--- src/rtl/dds_sweep_ctrl.sv ---
// Frequency sweep sequencer for a DDS generator.
// Steps module_step from f_begin towards f_end by f_inc. Each step is held for
// a latched dwell time, and a done pulse is issued when the sweep completes.
// The DDS output settles two cycles after module_step changes, and
// data_valid marks the cycles that follow that settling time.
//
// state | meaning
// IDLE  | waiting for start; outputs hold last step/index
// DWELL | sweep running, holding module_step for the dwell time
// DONE  | one-cycle completion pulse; may accept a new start
module dds_sweep_ctrl #(
  parameter int DWELL_W = 16
) (
  input  logic               clk,
  input  logic               rst,
  input  logic               start,
  input  logic               abort,
  input  logic [7:0]         f_begin,
  input  logic [7:0]         f_end,
  input  logic [7:0]         f_inc,
  input  logic [DWELL_W-1:0] dwell,
  output logic [7:0]         module_step,
  output logic               step_strobe,
  output logic               data_valid,
  output logic [7:0]         sweep_idx,
  output logic               busy,
  output logic               done
);

  typedef enum logic [1:0] {IDLE, DWELL, DONE} state_t;

  state_t             state, state_nx;
  logic [7:0]         f_end_lat, f_inc_lat;
  logic [7:0]         end_nx, inc_nx;
  logic [DWELL_W-1:0] dwell_lat, dw_nx;
  logic [DWELL_W-1:0] cnt, cnt_nx;
  logic [1:0]         age, age_nx;
  logic [7:0]         step_nx, idx_nx;
  logic               strobe_nx, dv_nx, busy_nx, done_nx;
  logic [8:0]         next9;

  // State and datapath registers
  always_ff @(posedge clk or posedge rst) begin
    if (rst) begin
      state       <= IDLE;
      f_end_lat   <= '0;
      f_inc_lat   <= '0;
      dwell_lat   <= '0;
      cnt         <= '0;
      age         <= '0;
      module_step <= '0;
      sweep_idx   <= '0;
      step_strobe <= 1'b0;
      data_valid  <= 1'b0;
      busy        <= 1'b0;
      done        <= 1'b0;
    end else begin
      state       <= state_nx;
      f_end_lat   <= end_nx;
      f_inc_lat   <= inc_nx;
      dwell_lat   <= dw_nx;
      cnt         <= cnt_nx;
      age         <= age_nx;
      module_step <= step_nx;
      sweep_idx   <= idx_nx;
      step_strobe <= strobe_nx;
      data_valid  <= dv_nx;
      busy        <= busy_nx;
      done        <= done_nx;
    end
  end

  // Next-state and next-output decode
  always_comb begin
    state_nx  = state;
    end_nx    = f_end_lat;
    inc_nx    = f_inc_lat;
    dw_nx     = dwell_lat;
    cnt_nx    = cnt;
    age_nx    = age;
    step_nx   = module_step;
    idx_nx    = sweep_idx;
    strobe_nx = 1'b0;
    dv_nx     = 1'b0;
    next9     = {1'b0, module_step} + {1'b0, f_inc_lat};

    case (state)
      IDLE, DONE: begin
        state_nx = IDLE;
        if (start && !abort) begin
          state_nx  = DWELL;
          step_nx   = f_begin;
          idx_nx    = 8'd0;
          end_nx    = f_end;
          inc_nx    = f_inc;
          dw_nx     = (dwell == '0) ? DWELL_W'(1) : dwell;
          cnt_nx    = (dwell == '0) ? '0 : dwell - DWELL_W'(1);
          age_nx    = 2'd0;
          strobe_nx = 1'b1;
        end
      end
      DWELL: begin
        if (abort) begin
          state_nx = IDLE;
          cnt_nx   = '0;
          age_nx   = 2'd0;
        end else if (cnt == '0) begin
          age_nx = 2'd0;
          if (f_inc_lat == 8'd0 || next9[8] || next9[7:0] > f_end_lat) begin
            state_nx = DONE;
          end else begin
            step_nx   = next9[7:0];
            idx_nx    = sweep_idx + 8'd1;
            cnt_nx    = dwell_lat - DWELL_W'(1);
            strobe_nx = 1'b1;
          end
        end else begin
          cnt_nx = cnt - DWELL_W'(1);
          age_nx = (age == 2'd2) ? 2'd2 : age + 2'd1;
          dv_nx  = (age != 2'd0);
        end
      end
      default: state_nx = IDLE;
    endcase

    busy_nx = (state_nx == DWELL);
    done_nx = (state_nx == DONE);
  end

endmodule

--- config.mk ---
export PLATFORM = sky130hd
export DESIGN_NAME = dds_sweep_ctrl
export DESIGN_NICKNAME = d
export VERILOG_FILES = /design/src/rtl/dds_sweep_ctrl.sv
export SDC_FILE = /design/constraint.sdc
export NUM_CORES = 1
export LEC_CHECK = 0
export ABC_CLOCK_PERIOD_IN_PS = 3700
export BUFFER_PORTS_ARGS = -buffer_cell sky130_fd_sc_hd__buf_2
export CORE_ASPECT_RATIO = 1.5
export CORE_MARGIN = 3
export CORE_UTILIZATION = 40
export CTS_BUF_LIST = sky130_fd_sc_hd__clkbuf_2
export DETAILED_ROUTE_END_ITERATION = 12
export GPL_TIMING_DRIVEN = 0
export SKIP_LAST_GASP = 1
export SLEW_MARGIN = 5
export SYNTH_ARGS = -nofsm -noshare
export SYNTH_HDL_FRONTEND = slang
export SYNTH_SLANG_ARGS = --single-unit
--- constraint.sdc ---
create_clock -name clk -period 3.7 [get_ports clk]
set_input_delay 0.37 -clock clk [delete_from_list [all_inputs] [get_ports clk]]
set_output_delay 0.37 -clock clk [all_outputs]
set_load 0.005 [all_outputs]
== Word-level counts from Yosys, hierarchy flattened ==
Cells that the tools add are included.

* Word-level logic and storage cells: 79
* Register bits after elaboration: 72

* Magnitude comparators: 1
* Equal/unequal tests: 10
* Reductions and logical operators: 15
* Mux-type cells: 35
* Add/subtract/negate cells: 6

{| class="wikitable"
|+ Operators by type and width
! kind !! number
|-
| $mux W16 || 6
|-
| $mux W8 || 8
|-
| $sub A16 B1 Y16 const B || 3
|-
| $logic_not A16 Y1 || 2
|-
| $pmux W16 S2 || 1
|-
| $pmux W8 S2 || 2
|-
| $mux W2 || 7
|-
| $add A8 B8 Y9 || 1
|-
| $add A8 B1 Y8 const B || 1
|-
| $gt A8 B8 Y1 || 1
|-
| $logic_not A8 Y1 || 1
|-
| $mux W1 || 8
|-
| $ne A2 B2 Y1 const B || 4
|-
| $pmux W2 S2 || 2
|-
| $eq A2 B2 Y1 const B || 3
|-
| $reduce_and A5 Y1 || 1
|-
| $eq A2 B1 Y1 const B || 2
|-
| $ne A4 B4 Y1 const B || 1
|-
| $reduce_and A2 Y1 || 2
|-
| $reduce_bool A2 Y1 || 2
|-
| $reduce_and A3 Y1 || 1
|-
| $add A2 B1 Y2 const B || 1
|-
| $logic_not A2 Y1 || 1
|-
| $logic_or A1 B1 Y1 || 2
|-
| other kinds (4) || 4
|}

== Logic depth before layout (Yosys ltp) ==
Gate-level depths: netlist of the first run.

* Depth after elaboration: 8
* Depth in mapped cells: 16
* Mapped depth without buffers: 14

== Worst setup path before layout of the first run ==
Ideal clock, no wire load.

* Kind: register to register
* From: reg cnt[7]
* To: reg cnt[14]
* Cell stages (with the launch flop): 16
* Setup slack: 58 ps
* Clock period less this slack: 3642 ps
* Setup time: 152 ps
* Required time: 3548 ps
* Arrival: 3490 ps
* Cells stage by stage: dfrtp_1 or4_1 clkbuf_1 or4_4 nor2_4 buf_6 buf_2 a21oi_1 ha_1 or3b_2 nor3_1 o21ai_1 nor4b_2 or4b_1 a31oi_1 o221ai_1

* Word-level cells in the longest chain between the ends: 4
* Elaborated cells between the ends (all ways): 7
* Classes of those cells: add/sub (1); eq/ne (1); mux (3); reduce/logical (2)

{| class="wikitable"
|+ Ends and longest elaborated chain
! item !! RTL line !! source
|-
| start, declared || 36 || <nowiki>logic [DWELL_W-1:0] cnt, cnt_nx;</nowiki>
|-
| start signal, assigned || 62 || <nowiki>cnt <= cnt_nx;</nowiki>
|-
| $sub A16 B1 Y16 or $logic_not A16 Y1 (tied branches) || 118, 107 ||
|-
| $mux W16 || 107 || <nowiki>end else if (cnt == '0) begin</nowiki>
|-
| $mux W16 || 103 || <nowiki>if (abort) begin</nowiki>
|-
| $pmux W16 S2 || 87 || <nowiki>case (state)</nowiki>
|}

Parallel ways exist; a longest one is shown, timed or not.
A chain may end at the register's enable or synchronous reset.

== Worst setup path after layout of the first run ==
* From: reg f_inc_lat[0]
* To: reg sweep_idx[7]

* Word-level cells in the longest chain between the ends: 5
* Elaborated cells between the ends (all ways): 7
* Classes of those cells: add/sub (1); order compare (1); eq/ne (1); reduce/logical (4)

{| class="wikitable"
|+ Ends and longest elaborated chain
! item !! RTL line !! source
|-
| start, declared || 33 || <nowiki>logic [7:0] f_end_lat, f_inc_lat;</nowiki>
|-
| start signal, assigned || 60 || <nowiki>f_inc_lat <= inc_nx;</nowiki>
|-
| $add A8 B8 Y9 or $logic_not A8 Y1 (tied branches) || 85, 109 ||
|-
| $gt A8 B8 Y1 or $logic_or A1 B1 Y1 (tied branches) || 109 || <nowiki>if (f_inc_lat == 8'd0 || next9[8] || next9[7:0] > f_end_lat) begin</nowiki>
|-
| $logic_or A1 B1 Y1 (*) || 109 ||
|-
| $ne A2 B2 Y1 (no source line) (*) || -- ||
|-
| $reduce_and A5 Y1 (no source line) (*) || -- ||
|-
| end signal, assigned || 65 || <nowiki>sweep_idx <= idx_nx;</nowiki>
|-
| end, declared || 25 || <nowiki>output logic [7:0] sweep_idx,</nowiki>
|}

Every way passes the cells marked *; elsewhere a longest branch is shown, timed or not.

==> metrics.yaml, run 1 <==
sta:
  setup_viol: 0
  finalCriticalPeriod_ns: 3.53
  final_hold_viol_count: 0
  max_freq_ghz: 0.284
  relSlewSlack_pct: 46.8
  report.final.slew_viol_count: 0
  finalClockSkew_ns: 0.00991
  tightest_slew_ns: 0.792
  period_share_pct: 95.3
  setup_ws_ns: 0.174
  hold_ws_ns: 0.0456
critical_path:
  crit_slowest_cell: "dfrtp_1"
  crit_path_end_kind: "flop"
  worst-endpoint-arrival_ns: 4.00
  cp.buffers_inverters: 1
  crit_chain: "ha_1, fa_2, a211oi_2, o21bai_1, a21oi_2, xnor2_1, ha_1, a211oi_2, o2111a_2, o21a_4, a21oi_4, buf_4, or3_1, a21oi_1"
  critPathKind: "reg2reg"
  worstSetupStartpointType: "flop"
  critPathMaxFanout: 6
  required_ns: 4.18
  path_delay_family: "compound AO/OA/AOI/OAI gates"
  max_stage_delay_ns: 0.45
job:
  drv_cap: 0
global_route:
  grt_pass1_wl_um: 23000
  grt_antenna_before_repair: 1
  grt_overflow: 0
  grt_pass1_vias: 4605
  grt.total_usage_pct: 23.1
  grt_max_degree: 59
logic_synthesis:
  seq_area_frac_synth_pct: 39.4
  synth-edff-count: 0
  yosysUniqueCellTypes: 62
  yosys_warnings: 0
  syn_inst: 540
  async_flop_share_pct: 100
  synth-seq-cells: 72
  syn-num-nets: 607
  synth_flop_cell: "dfrtp_1"
  syn_area_um2: 4580
  avgSynthCellArea_um2: 8.48
route:
  vias_per_cell: 5.70
  drc: 0
  wl_per_cell_um: 17.7
  dr.pass1.iters: 5
  drtIter0Drc: 279
  vias: 4548
  antenna_left: 0
  wirelength_um: 14100
final_layout:
  area_growth_pct: 22.9
  fin_util_pct: 50.6
  final_nets: 712
  drive_above_1_share_pct: 20.5
  finalInstanceArea_um2: 5630
clock_tree:
  cts_tree: "built"
  clock_latency_ns: 0.54
  h-tree-depth: 3
  clkTransAtPathRegs_ns: 0.21
  clock-sinks: 72
  cts_root_buf: "clkbuf_2"
  numCtsBuffers: 9
  cts_buffer_depth: 2
placed_design:
  pre_cts_slack_ns: -0.681
  place_congestion: 0.903
  post_dp_cell_area_um2: 5110
  place_hpwl_um: 10400
  port_buffers: 63
floorplan:
  core_area_um2: 11100
  design.die.area_um2: 12800
  start_util_pct: 41.2
  die_h_um: 137
  rows: 47
  pin_count: 64
  die-width_um: 93.4
power_and_ir_drop:
  ir_drop_mv: 0.207
  p_leak_uw: 0.00257
  power_density_nw_per_um2: 624
  total_power_uw: 3510
min_path:
  hold_class: "in2reg"
status:
  status: "finished clean"
## state kept, by name (all words and copies together) (netlist names)
signal and flops:
dwell_lat 16, data_valid 1, cnt 16, f_inc_lat 8
state 2, done 1, busy 1, age 2
sweep_idx 8, f_end_lat 8, module_step 8, step_strobe 1
## report_power, final
part | switching (uW) | internal [uW] | total [uW]
clock | 299 | 217 | 517
combinational | 1050 | 766 | 1810
sequential | 210 | 977 | 1190
## worst min-delay path, cell delays in order
cell and delay, ns:
buf_2 0.10, nand2_1 0.05, nand2_1 0.05
## cell usage after synthesis (all sizes together) (2+ instances only)
cell type,count,share of area (%)
nand3,10,1.1
a22oi,2,0.33
nor4,9,1.6
buf,6,0.79
nand2b,6,0.82
nand4,3,0.41
o211ai,8,1.3
o22ai,9,1.2
a31oi,6,0.82
a221o,4,0.87
or3,6,0.82
and3,6,0.82
nand4b,2,0.38
o21bai,2,0.33
xor2,11,2.1
xnor2,12,2.3
dfrtp,72,39
a211oi,9,1.5
clkbuf,20,1.6
nor3,14,1.5
mux2,2,0.49
nand2,102,8.5
mux2i,3,0.66
ha,22,6.0
o22a,2,0.38
or2,4,0.55
o32ai,3,0.57
o21a,3,0.49
inv,21,1.7
nand3b,2,0.33
or4,9,1.6
nor2,38,3.4
o31ai,9,1.5
a21oi,27,3.2
a21o,5,0.82
nor2b,3,0.41
o21ai,50,5.5
o221ai,2,0.38
## metal layers
metal | global-route usage [%] | up-vias | wire length, um
met3 | 4.02 | 38 | 719
met5 | 0 | - | 0
met1 | 26.0 | 2171 | 5490
met2 | 42.3 | 172 | 7490
li1 | - | 2167 | -
met4 | 9.86 | 0 | 427
## area by class of cell
class | count | area, um^2
Fill cell | 1082 | 5490
Multi-Input combinational cell | 421 | 2670
Sequential cell | 72 | 1800
Timing Repair Buffer | 96 | 622
Tap cell | 147 | 184
Buffer | 24 | 129
Clock inverter | 7 | 86.3
Inverter | 21 | 81.3
Clock buffer | 9 | 45.0
Antenna cell | 1 | 2.50
## path summary, 6_finish.rpt
kind / start / end / slack [ns] / cells past startpoint
max: f_inc_lat[0] / sweep_idx[7] / 0.17 / 14
min: dwell[5] / dwell_lat[5] / 0.05 / 3
max reg2reg: f_inc_lat[0] / sweep_idx[7] / 0.17 / 14
min reg2reg: dwell_lat[15] / dwell_lat[15] / 0.50 / 2
max in group asynchronous: rst / cnt[11] / 2.87 / 4
min in group asynchronous: rst / cnt[5] / 0.27 / 3
## through the flow
step           instances  TNS (ns)
2_1_floorplan        540         0
3_3_place_gp         750     -6.61
3_5_place_dp         751     -8.71
4_1_cts              786         0
5_1_grt              798   -0.0696
6_report             798         0
## cells by family (layout without fill, tap and decap cells)
family / after synthesis / count (layout) / share of synthesized area (%)
adder cells (fa/ha/maj): 23 / 23 / 6.45
AND/OR/NAND/NOR: 220 / 220 / 23.5
multiplexers: 5 / 5 / 1.15
buffers and inverters: 47 / 157 / 4.15
XOR/XNOR: 23 / 23 / 4.40
flip-flops: 72 / 72 / 39.4
AO/OA/AOI/OAI: 150 / 150 / 21.0
other: 0 / 1 / 0
## repair_timing
action                                  in CTS  in global routing
gates cloned                                 0                  0
endpoints found under the setup margin      27                 32
endpoints found under the hold margin       28                  2
setup buffers                                6                  9
resized for setup                           20                 17
pin swaps                                    2                  7
hold buffers                                15                  2
## cells in the final DEF (no fill, tap or decap), types with 10 or more instances in the layout
| cell | count |
|---|---|
| o21ai_0 | 45 |
| nand3_1 | 10 |
| buf_4 | 15 |
| buf_2 | 64 |
| xor2_1 | 11 |
| inv_1 | 20 |
| nor3_1 | 13 |
| ha_1 | 22 |
| dfrtp_1 | 70 |
| clkbuf_1 | 17 |
| a21oi_1 | 23 |
| nor2_1 | 36 |
| nand2_1 | 100 |
| dlygate4sd3_1 | 17 |
| xnor2_1 | 12 |
Note: power is estimated with default switching activity, not from simulation.
==> inputs of run 2 (changes only) <==
--- a/config.mk
+++ b/config.mk
@@ -10,7 +10,6 @@
 export CORE_ASPECT_RATIO = 1.5
 export CORE_MARGIN = 3
 export CORE_UTILIZATION = 40
-export CTS_BUF_LIST = sky130_fd_sc_hd__clkbuf_2
 export DETAILED_ROUTE_END_ITERATION = 12
 export GPL_TIMING_DRIVEN = 0
 export SKIP_LAST_GASP = 1
==> metrics.yaml, run 2 (synthesis results as in run 1) <==
min_path:
  min-delay-start: "f_inc[1]"
  min_path_cells: 3
  hold_class: "in2reg"
  min_to: "f_inc_lat[1]"
final_layout:
  drive_above_1_share_pct: 21.0
  final_common_cell: "nand2_1"
  area_growth_pct: 23.6
  finalInstanceArea_um2: 5660
  final_nets: 696
  antennaDiodeCount: 0
  final_cells: 781
  fin_util_pct: 50.9
  mostFrequentLayoutCells: "nand2_1, dfrtp_1, buf_2"
  reg_top3: "cnt: 16 flops, dwell_lat: 16 flops"
global_route:
  grt_antenna_before_repair: 0
  grt.total_usage_pct: 22.9
  grt_pass1_wl_um: 22700
  grt_overflow: 0
  grt_max_degree: 59
  grt_pass1_vias: 4520
floorplan:
  pin_count: 64
  die-width_um: 93.4
  design.die.area_um2: 12800
  die_h_um: 137
  core_area_um2: 11100
  rows: 47
  start_util_pct: 41.2
sta:
  relSlewSlack_pct: 46.9
  period_share_pct: 96.4
  tightest_slew_ns: 0.791
  finalClockSkew_ns: 0.00451
  report.final.slew_viol_count: 0
  finalCriticalPeriod_ns: 3.57
  max_freq_ghz: 0.280
  hold_ws_ns: 0.227
  fin_setup_tns_ns: 0
  setup_viol: 0
  final_hold_viol_count: 0
route:
  drtIter0Drc: 245
  met3_length_um: 752
  top_layer_used: "met4"
  dr.pass1.iters: 5
  vias: 4466
  antenna_left: 0
  vias_per_cell: 5.72
  wl_met2_um: 7460
  wirelength_um: 14000
  drc: 0
  wl_met1_um: 5360
  wl_per_cell_um: 18.0
clock_tree:
  cts_buffer_depth: 2
  clkTransAtPathRegs_ns: 0.06
  numCtsBuffers: 9
  cts_root_buf: "clkbuf_16"
  cts_tree: "built"
  h-tree-depth: 3
  clock_latency_ns: 0.34
  clock-sinks: 72
status:
  status: "finished clean"
critical_path:
  r2r_start: "cnt[11]"
  reg2reg_slack_ns: 0.13
  critPathMaxFanout: 10
  worst-endpoint-arrival_ns: 3.77
  crit_path_end_kind: "flop"
  critPathKind: "reg2reg"
  reg2reg_to: "cnt[14]"
  worstSetupStartpointType: "flop"
  rr_worst_depth: 15
  required_ns: 3.91
power_and_ir_drop:
  p_leak_uw: 0.00259
  power_density_nw_per_um2: 699
  ir_drop_mv: 0.279
placed_design:
  dp.cells: 751
  post_dp_cell_area_um2: 5110
  place_congestion: 0.903
  port_buffers: 63
  place_hpwl_um: 10400
job:
  drv_cap: 0
## run 2: cell count changes in the layout (fill, tap and decap cells not counted), moves of 2 or more
cell,change
dlygate4sd3_1,-16
clkbuf_16,+9
clkbuf_2,-8
o21ai_2,-2
## run 2: cell type report
type	count	area [um^2]
tap	147	184
multi-input combinational	421	2680
inverter	21	81.3
sequential	72	1800
timing repair buffer	80	463
fill	1066	5460
clock inverter	6	82.6
clock buffer	10	239
buffer	24	126
## run 2: repair_timing
action                                 CTS  global route
hold buffers                             1             0
endpoints found under the hold margin   14             0
setup buffers                            4            11
setup endpoints to repair               25            27
resized for setup                       17            19
pin swaps                                2             4
## run 2: critical path: stages, from the launching register on
cell	delay (ns)
dfrtp_2	0.44
or4_1	0.53
clkbuf_4	0.19
or4_4	0.53
nor2_4	0.13
buf_8	0.14
buf_8	0.14
a21oi_1	0.07
ha_1	0.22
or3b_4	0.28
nor3_4	0.05
o21ai_2	0.09
nor4b_4	0.08
or4b_4	0.23
mux2i_1	0.18
o221ai_1	0.13
## run 2: layer usage
| metal | global-route usage [%] | vias up |
|---|---|---|
| li1 | - | 2135 |
| met5 | 0 | - |
| met1 | 25.3 | 2133 |
| met3 | 3.74 | 34 |
| met4 | 12.0 | 0 |
| met2 | 41.6 | 164 |
## run 2: report_power, final
part | switching, uW | internal [uW]
logic | 1040 | 776
clock network | 337 | 605
registers | 213 | 980
total | 1590 | 2360
## run 2: worst max path at each step
stage                       startpoint           end  slack (ns)  cells after the start
after floorplan                 cnt[7]       cnt[14]        0.06                     15
after global placement          cnt[6]       cnt[14]       -0.62                     15
after detailed placement        cnt[6]       cnt[14]       -0.68                     15
after CTS                      cnt[11]       cnt[14]        0.01                     15
after global routing      f_inc_lat[0]  sweep_idx[6]      -0.007                     15
final                          cnt[11]       cnt[14]        0.13                     15
## run 2: per-stage QoR
step / total power [uW] / worst slack, ns
finish: 3950 / 0.134
global route: 4210 / -0.00714
CTS: 3800 / 0.0102
detailed placement: 2730 / -0.681
global placement: 2660 / -0.621
floorplan: 2240 / 0.0582
